<file path="src/rtl/sprite_square_renderer.sv">
// Draws one chess-piece sprite 1:1 inside a selectable board square. The square
// position changes only at frame_start. The pixel pipeline is latency-matched to an external sync ROM.
module sprite_square_renderer #(
  parameter int          SPRITE_W   = 55,
  parameter int          SPRITE_H   = 55,
  parameter int          ADDR_W     = 12,
  parameter int          IDX_W      = 2,
  parameter int          SQUARE     = 60,
  parameter int          BOARD_X0   = 80,
  parameter int          BOARD_Y0   = 0,
  parameter int          ROM_LAT    = 1,
  parameter int          TRANSP_IDX = 0,
  parameter int          BLINK_LOG2 = 4,
  parameter logic [11:0] HL_RGB     = 12'hFF0
) (
  input  logic              vga_clk,
  input  logic              reset_n,
  input  logic [9:0]        DrawX,
  input  logic [9:0]        DrawY,
  input  logic              blank,
  input  logic              frame_start,
  input  logic              pos_valid,
  input  logic [2:0]        pos_col,
  input  logic [2:0]        pos_row,
  output logic              pos_ready,
  input  logic              sel,
  output logic [ADDR_W-1:0] rom_address,
  input  logic [IDX_W-1:0]  rom_q,
  output logic [IDX_W-1:0]  pal_index,
  input  logic [3:0]        pal_red,
  input  logic [3:0]        pal_green,
  input  logic [3:0]        pal_blue,
  output logic              pixel_on,
  output logic [3:0]        red,
  output logic [3:0]        green,
  output logic [3:0]        blue
);

  localparam int X_OFF = (SQUARE - SPRITE_W) / 2;
  localparam int Y_OFF = (SQUARE - SPRITE_H) / 2;

  logic [2:0]            cur_col, cur_row, pend_col, pend_row;
  logic                  pending;
  logic [BLINK_LOG2-1:0] blink_cnt;
  logic [ROM_LAT:0]      v_pipe;
  logic [11:0]           ox, oy, px, py, dx, dy;
  logic                  in_win;
  logic [ADDR_W-1:0]     win_addr;
  logic                  opaque;

  assign pos_ready = ~pending;

  // A request latched while pending is clear waits for the next frame_start,
  // so a same-cycle accept and frame_start commits one frame later.
  // NOTE: state registers use non-blocking assignments so every always_ff
  // block sees the pre-edge values of the others, independent of evaluation order.
  always_ff @(posedge vga_clk or negedge reset_n) begin
    if (!reset_n) begin
      cur_col  <= '0;
      cur_row  <= '0;
      pend_col <= '0;
      pend_row <= '0;
      pending  <= 1'b0;
    end else if (frame_start && pending) begin
      cur_col <= pend_col;
      cur_row <= pend_row;
      pending <= 1'b0;
    end else if (pos_valid && pos_ready) begin
      pend_col <= pos_col;
      pend_row <= pos_row;
      pending  <= 1'b1;
    end
  end

  always_ff @(posedge vga_clk or negedge reset_n) begin
    if (!reset_n) blink_cnt <= '0;
    else if (frame_start) blink_cnt <= blink_cnt + 1'b1;
  end

  // Window test in 12-bit unsigned space. dx and dy are meaningful only when in_win is set.
  // NOTE: every output of this block is assigned on every path, so no latch is inferred.
  always_comb begin
    ox     = 12'(BOARD_X0 + X_OFF) + 12'(cur_col) * 12'(SQUARE);
    oy     = 12'(BOARD_Y0 + Y_OFF) + 12'(cur_row) * 12'(SQUARE);
    px     = {2'b00, DrawX};
    py     = {2'b00, DrawY};
    dx     = px - ox;
    dy     = py - oy;
    in_win = (px >= ox) && (px < ox + 12'(SPRITE_W)) &&
             (py >= oy) && (py < oy + 12'(SPRITE_H));
  end

  assign win_addr = ADDR_W'(dy) * ADDR_W'(SPRITE_W) + ADDR_W'(dx);

  // Stage 0 plus a valid delay line. v_pipe[ROM_LAT] lines up with rom_q.
  always_ff @(posedge vga_clk or negedge reset_n) begin
    if (!reset_n) begin
      rom_address <= '0;
      v_pipe      <= '0;
    end else begin
      rom_address <= in_win ? win_addr : '0;
      v_pipe      <= {v_pipe[ROM_LAT-1:0], in_win & blank};
    end
  end

  assign pal_index = rom_q;
  assign opaque    = v_pipe[ROM_LAT] && (rom_q != IDX_W'(TRANSP_IDX));

  always_ff @(posedge vga_clk or negedge reset_n) begin
    if (!reset_n) begin
      pixel_on <= 1'b0;
      {red, green, blue} <= '0;
    end else begin
      pixel_on <= opaque;
      if (!opaque)
        {red, green, blue} <= '0;
      else if (sel && blink_cnt[BLINK_LOG2-1])
        {red, green, blue} <= HL_RGB;
      else
        {red, green, blue} <= {pal_red, pal_green, pal_blue};
    end
  end

endmodule

</file>
<file path="config.mk">
export PLATFORM = sky130hd
export DESIGN_NAME = sprite_square_renderer
export DESIGN_NICKNAME = d
export VERILOG_FILES = /design/src/rtl/sprite_square_renderer.sv
export SDC_FILE = /design/constraint.sdc
export NUM_CORES = 1
export LEC_CHECK = 0
export BUFFER_PORTS_ARGS = -buffer_cell sky130_fd_sc_hd__buf_2
export CORE_MARGIN = 2
export CORE_UTILIZATION = 45
export CTS_CLUSTER_DIAMETER = 30
export DETAILED_ROUTE_END_ITERATION = 7
export GPL_ROUTABILITY_DRIVEN = 0
export GPL_TIMING_DRIVEN = 0
export MAX_ROUTING_LAYER = met4
export PLACE_DENSITY = 0.66
export SETUP_SLACK_MARGIN = 0.05
export SLEW_MARGIN = 20
export SYNTH_ARGS = -nofsm -noshare
export SYNTH_HDL_FRONTEND = slang
export SYNTH_SLANG_ARGS = --single-unit
</file>
<file path="constraint.sdc">
create_clock -name vga_clk -period 7.8 [get_ports vga_clk]
set_input_delay 1.56 -clock vga_clk [delete_from_list [all_inputs] [get_ports vga_clk]]
set_output_delay 1.56 -clock vga_clk [all_outputs]
set_load 0.03 [all_outputs]
</file>
After elaboration in Yosys (flattened, before gate mapping)
Cells that the tools add are included.

storage, ports and cells
  bits of input ports = 46
  bits in latches = 0
  output and inout port bits = 28
  memories = 0
  logic and storage cells = 49
  register bits after elaboration = 44
  memory bits (read-only) = 0
  memory bits (writable) = 0

cells by class
  $lt $le $gt $ge = 4
  $add $sub $neg = 8
  muxes and demuxes = 9
  div/mod/pow operators = 0
  shift operators = 0
  bitwise operators = 3
  multipliers = 3
  eq/ne operators = 0
  reduce and logical (&&, ||, !) cells = 10

operators with widths
  cell                                                                   count
  4-bit 2-to-1 mux                                                       6
  10-bit by 6-bit adder with 11-bit output (second input constant)       2
  10-bit by 11-bit less-than comparator with 1-bit output                2
  10-bit by 10-bit subtractor with 11-bit output                         2
  10-bit greater-or-equal comparator                                     2
  3-bit by 4-bit multiplier with 7-bit output (second input constant)    2
  12-bit adder                                                           1
  12-bit by 6-bit multiplier with 12-bit output (second input constant)  1
  12-bit 2-to-1 mux                                                      1
  2-bit by 9-bit adder with 10-bit output (first input constant)         1
  7-bit by 9-bit adder with 10-bit output (first input constant)         1
  1-bit logical AND                                                      7
  4-bit by 1-bit adder with 4-bit output (second input constant)         1
  2-bit nonzero test                                                     2
  1-bit 2-to-1 mux                                                       2
  1-bit inverter                                                         2
  2-bit AND reduction                                                    1
  1-bit AND                                                              1

Logic depth before layout (Yosys ltp)
  depth in word-level cells = 8
  gate-level depth with buffers = 27
  depth with buffers taken out = 27

Worst setup path before layout
No wires, ideal clock.

  path type = input to register
  from = input port DrawY[2]
  to = register rom_address[10]
  arrival time = 6.350 ns
  required time = 7.678 ns
  path buffers = 0
  cell stages on the path = 21
  path slack = 1.329 ns
  setup time = 0.122 ns
  cells stage by stage = ha_1 -> a21oi_1 -> o21bai_1 -> and2_1 -> o21a_1 -> nor2_1 -> xnor2_1 -> fa_1 -> fa_1 -> fa_1 -> inv_1 -> fa_1 -> inv_1 -> ha_1 -> or4_1 -> o21ai_0 -> inv_1 -> a31o_1 -> a21oi_1 -> xor2_1 -> nor2_1

on the way
  longest elaborated chain between the ends = 4
  elaborated cells between the ends (all ways) = 8
  classes of those cells = add/sub: 2; mul: 1; order compare: 2; mux: 1; reduce/logical: 2

ends and longest elaborated chain
  what                                                                                                  line    RTL
  start, declared                                                                                       19      input logic [9:0] DrawY,
  10-bit by 10-bit subtractor with 11-bit output or 10-bit greater-or-equal comparator (tied branches)  88, 90
  12-bit by 6-bit multiplier with 12-bit output or 1-bit logical AND (tied branches)                    93, 89
  12-bit adder or 1-bit logical AND (tied branches)                                                     93, 90
  12-bit 2-to-1 mux *                                                                                   101     rom_address <= in_win ? win_addr : '0;
  end signal, assigned                                                                                  101
  end, declared                                                                                         27      output logic [ADDR_W-1:0] rom_address,

Every way passes the cells marked *; elsewhere a longest branch is shown, timed or not.
A chain may end at the register's enable or synchronous reset.

Worst setup path after layout
  from = register cur_row[0]
  to = register rom_address[10]

on the way
  longest elaborated chain between the ends = 6
  elaborated cells between the ends (all ways) = 11
  classes of those cells = add/sub: 4; mul: 2; order compare: 2; mux: 1; reduce/logical: 2

ends and longest elaborated chain
  what                                                                          line    RTL
  start, declared                                                               42      logic [2:0] cur_col, cur_row, pend_col, pend_row;
  start signal, assigned                                                        66      cur_row <= pend_row;
  3-bit by 4-bit multiplier with 7-bit output *                                 84      oy = 12'(BOARD_Y0 + Y_OFF) + 12'(cur_row) * 12'(SQUARE);
  2-bit by 9-bit adder with 10-bit output *                                     84
  10-bit by 10-bit subtractor with 11-bit output, or another cell as far along  88      dy = py - oy;
  12-bit by 6-bit multiplier with 12-bit output, or another cell as far along   93      assign win_addr = ADDR_W'(dy) * ADDR_W'(SPRITE_W) + ADDR_W'(dx);
  12-bit adder or 1-bit logical AND (tied branches)                             93, 90
  12-bit 2-to-1 mux *                                                           101

Marks and branches as above.

==> metrics.md <==
| Metric | Value |
|---|---|
| Origin of the worst setup path | cur_row[0] |
| Crit path DAT | approximately 7.1 ns |
| Area Overhead vs Synth | 14.4% |
| Clock buffer depth | 2 |
| Cts bufs inserted | 5 |
| RSZ-0062 raised after global routing | no |
| Ys Warns | 0 |
| IO buf count | 73 |
| Outcome | finished clean |
| Mapped Cells | 467 |
| Die Height | between 100 and 150 um |
| Die Width | approximately 110 um |
| Max H-tree Level | 2 |
| Max cap viols | 0 |
| Fin crit period | 6.95 ns |
| Worst min path class | flip-flop to flip-flop |
| Largest net degree at the start of global routing | 45 |
| CTS sink cnt | 44 |
| Total wire length | 8870 um |
| Ant diodes | 0 |
| Placed wire-length estimate | 7520 um |
| Antenna violations before repair | 0 |
| Row cnt | 37 |
| Postcts setup bufs | 0 |
| Distinct cell type count after synthesis | 56 |
| Worst Path Max Fanout | 4 |
| Max Transition Viols Final | 0 |
| Area of the multi-input gates | 3220 um2 |
| Slew headroom | roughly 60% |
| Die area | roughly 11,000 um2 |
| Tightest Pin Transition | 0.573 ns |
| Post-synth EDFFs | 0 |
| Ys flop type | dfrtp_1 |
| Top-level I/O count | 74 |
| Detailed-route via count | 3,372 |
| Core footprint | ~10,000 um2 |
| Reg clk slew, reported paths | 0.09 ns |
| Most common cell after layout, fill and taps aside | inv_1 |
| Seq/Total Area, Yosys | 23.7% |
| Clk_lat worst skew | roughly 0.30 ns |
| Syn_nets | approximately 620 |
| Fin Hold WS | 0.354 ns |
| Hold Fails Final Rpt | 0 |
| CTS tree | yes |
| DR vias/cell | 4.92 |
| First-pass GRT wire length | 15,700 um |
| Crit Path Category | flip-flop to flip-flop |
| Final setup fails | 0 |
| Gr usage total | 17.5% |
| Final TNS setup | 0 ns |
| CP endpoint kind | flip-flop |
| Setup crit start kind | flip-flop |
| Hold Startpoint | v_pipe[0] |
| Most frequent cells in the layout | inv_1, ha_1, buf_2 |
| Final Cycle Share | 89.1% |
| Clock Skew | 0.00490 ns |
| Place WS | 0.776 ns |
| Async S/R FF share, synth | 100% |
| Vias in the first global route | 3,555 |
| Iteration-0 DRC count of the detailed router | 80 |
| Post-CTS sizing | 0 |
| Fin nets | 702 |
| Cell area after synthesis | 4650 um2 |
| FF+latch count, synth | 44 |
| Clock root buffer | clkbuf_8 |
| Setup ws final | around 0.85 ns |
| Req. time, crit path | 7.99 ns |
| FF-to-FF Start | cur_row[0] |
| Average size of a mapped cell | 9.96 um2 |
| Post-CTS Hold Fix Bufs | 0 |
| Fmax | 144 MHz |
| Storage cell area | 1100 um2 |
| # fillers | 978 |
| Grt ovf | 0 |
| DRC viols | 0 |
| First-pass iteration count of the detailed router | 4 |
| Layout cells sized above 1 | between 15 and 20% |
| Post-route ant nets | 0 |
| WL per Instance | 12.9 um |
| Initial core utilization | 45.7% |
worst max-delay path, cell delays in order (launching register included):
cell	delay [ns]
dfrtp_1	0.43
inv_1	0.17
fa_1	0.62
inv_1	0.08
ha_1	0.22
maj3_1	0.36
a21oi_1	0.20
xnor2_1	0.21
inv_1	0.11
ha_1	0.34
xnor2_1	0.44
fa_1	0.52
fa_1	0.47
fa_1	0.54
inv_1	0.06
fa_1	0.52
inv_1	0.04
ha_1	0.22
or4_1	0.51
o21ai_0	0.10
inv_1	0.07
a31o_1	0.21
a21oi_1	0.17
xor2_1	0.16
nor2_1	0.05
logic make-up (layout without fill, tap and decap cells):
family,Yosys count,after routing,synth area share [%]
buf+inv,85,167,7.05
flops,44,44,23.7
compound gates,94,94,13.9
simple gates,71,71,7.99
mux,16,16,3.90
fa+ha+maj,109,109,34.3
xor+xnor,48,48,9.20
Yosys cell counts, types with 3 or more instances:
cell / number / area, um2
xnor2_1: 33 / 289
ha_1: 77 / 963
o21a_1: 16 / 120
inv_1: 79 / 297
a211oi_1: 4 / 30.0
nand3_1: 3 / 15.0
xor2_1: 14 / 123
o21ai_0: 11 / 55.1
a21o_1: 10 / 75.1
nand2_1: 17 / 63.8
nor3_1: 4 / 20.0
dfrtp_1: 44 / 1100
nor2_1: 22 / 82.6
a21oi_1: 25 / 125
and3_1: 5 / 31.3
nor2b_1: 4 / 25.0
mux2_2: 13 / 146
fa_1: 31 / 621
o21bai_1: 9 / 67.6
and2_1: 3 / 18.8
flip-flops by register name, summed over array words and instances (netlist names), 2 cells and up:
| signal | flops |
|---|---|
| rom_address | 12 |
| blink_cnt | 4 |
| blue | 4 |
| green | 4 |
| red | 4 |
| cur_col | 3 |
| cur_row | 3 |
| pend_col | 3 |
| pend_row | 3 |
| v_pipe | 2 |
cell type report:
type	count	share of cell area [%]
buffer	6	0.588
clock buffer	5	1.29
inverter	79	5.57
tap	136	3.20
clock inverter	3	0.870
multi-input combinational	338	60.5
timing repair buffer	74	7.24
sequential	44	20.7
layer usage:
metal | wire, um | GRT usage (%)
met5 | 0 | -
met1 | 3990 | 21.4
met3 | 204 | 2.16
met4 | 121 | 4.14
met2 | 4550 | 30.8
worst paths after layout:
| check | end | depth (start not counted) | slack (ns) |
|---|---|---|---|
| min reg2reg | v_pipe[1] | 0 | 0.35 |
| min in group asynchronous | pend_col[0] | 1 | 1.12 |
| max in group asynchronous | rom_address[11] | 2 | 6.21 |
| min | v_pipe[1] | 0 | 0.35 |
| max reg2reg | rom_address[10] | 24 | 0.85 |
| max | rom_address[10] | 24 | 0.85 |
metrics by stage:
stage / cell area (um2) / cells / utilization [%]
floorplan: 4650 / 467 / -
global placement: 5190 / 676 / 50.9
detailed placement: 5190 / 676 / 50.9
CTS: 5300 / 684 / 52.1
global route: 5320 / 685 / 52.2
finish: 5320 / 685 / 52.2
Power is not shown: default switching activity piles up to over one toggle a cycle in this logic, so the estimate is an artifact.
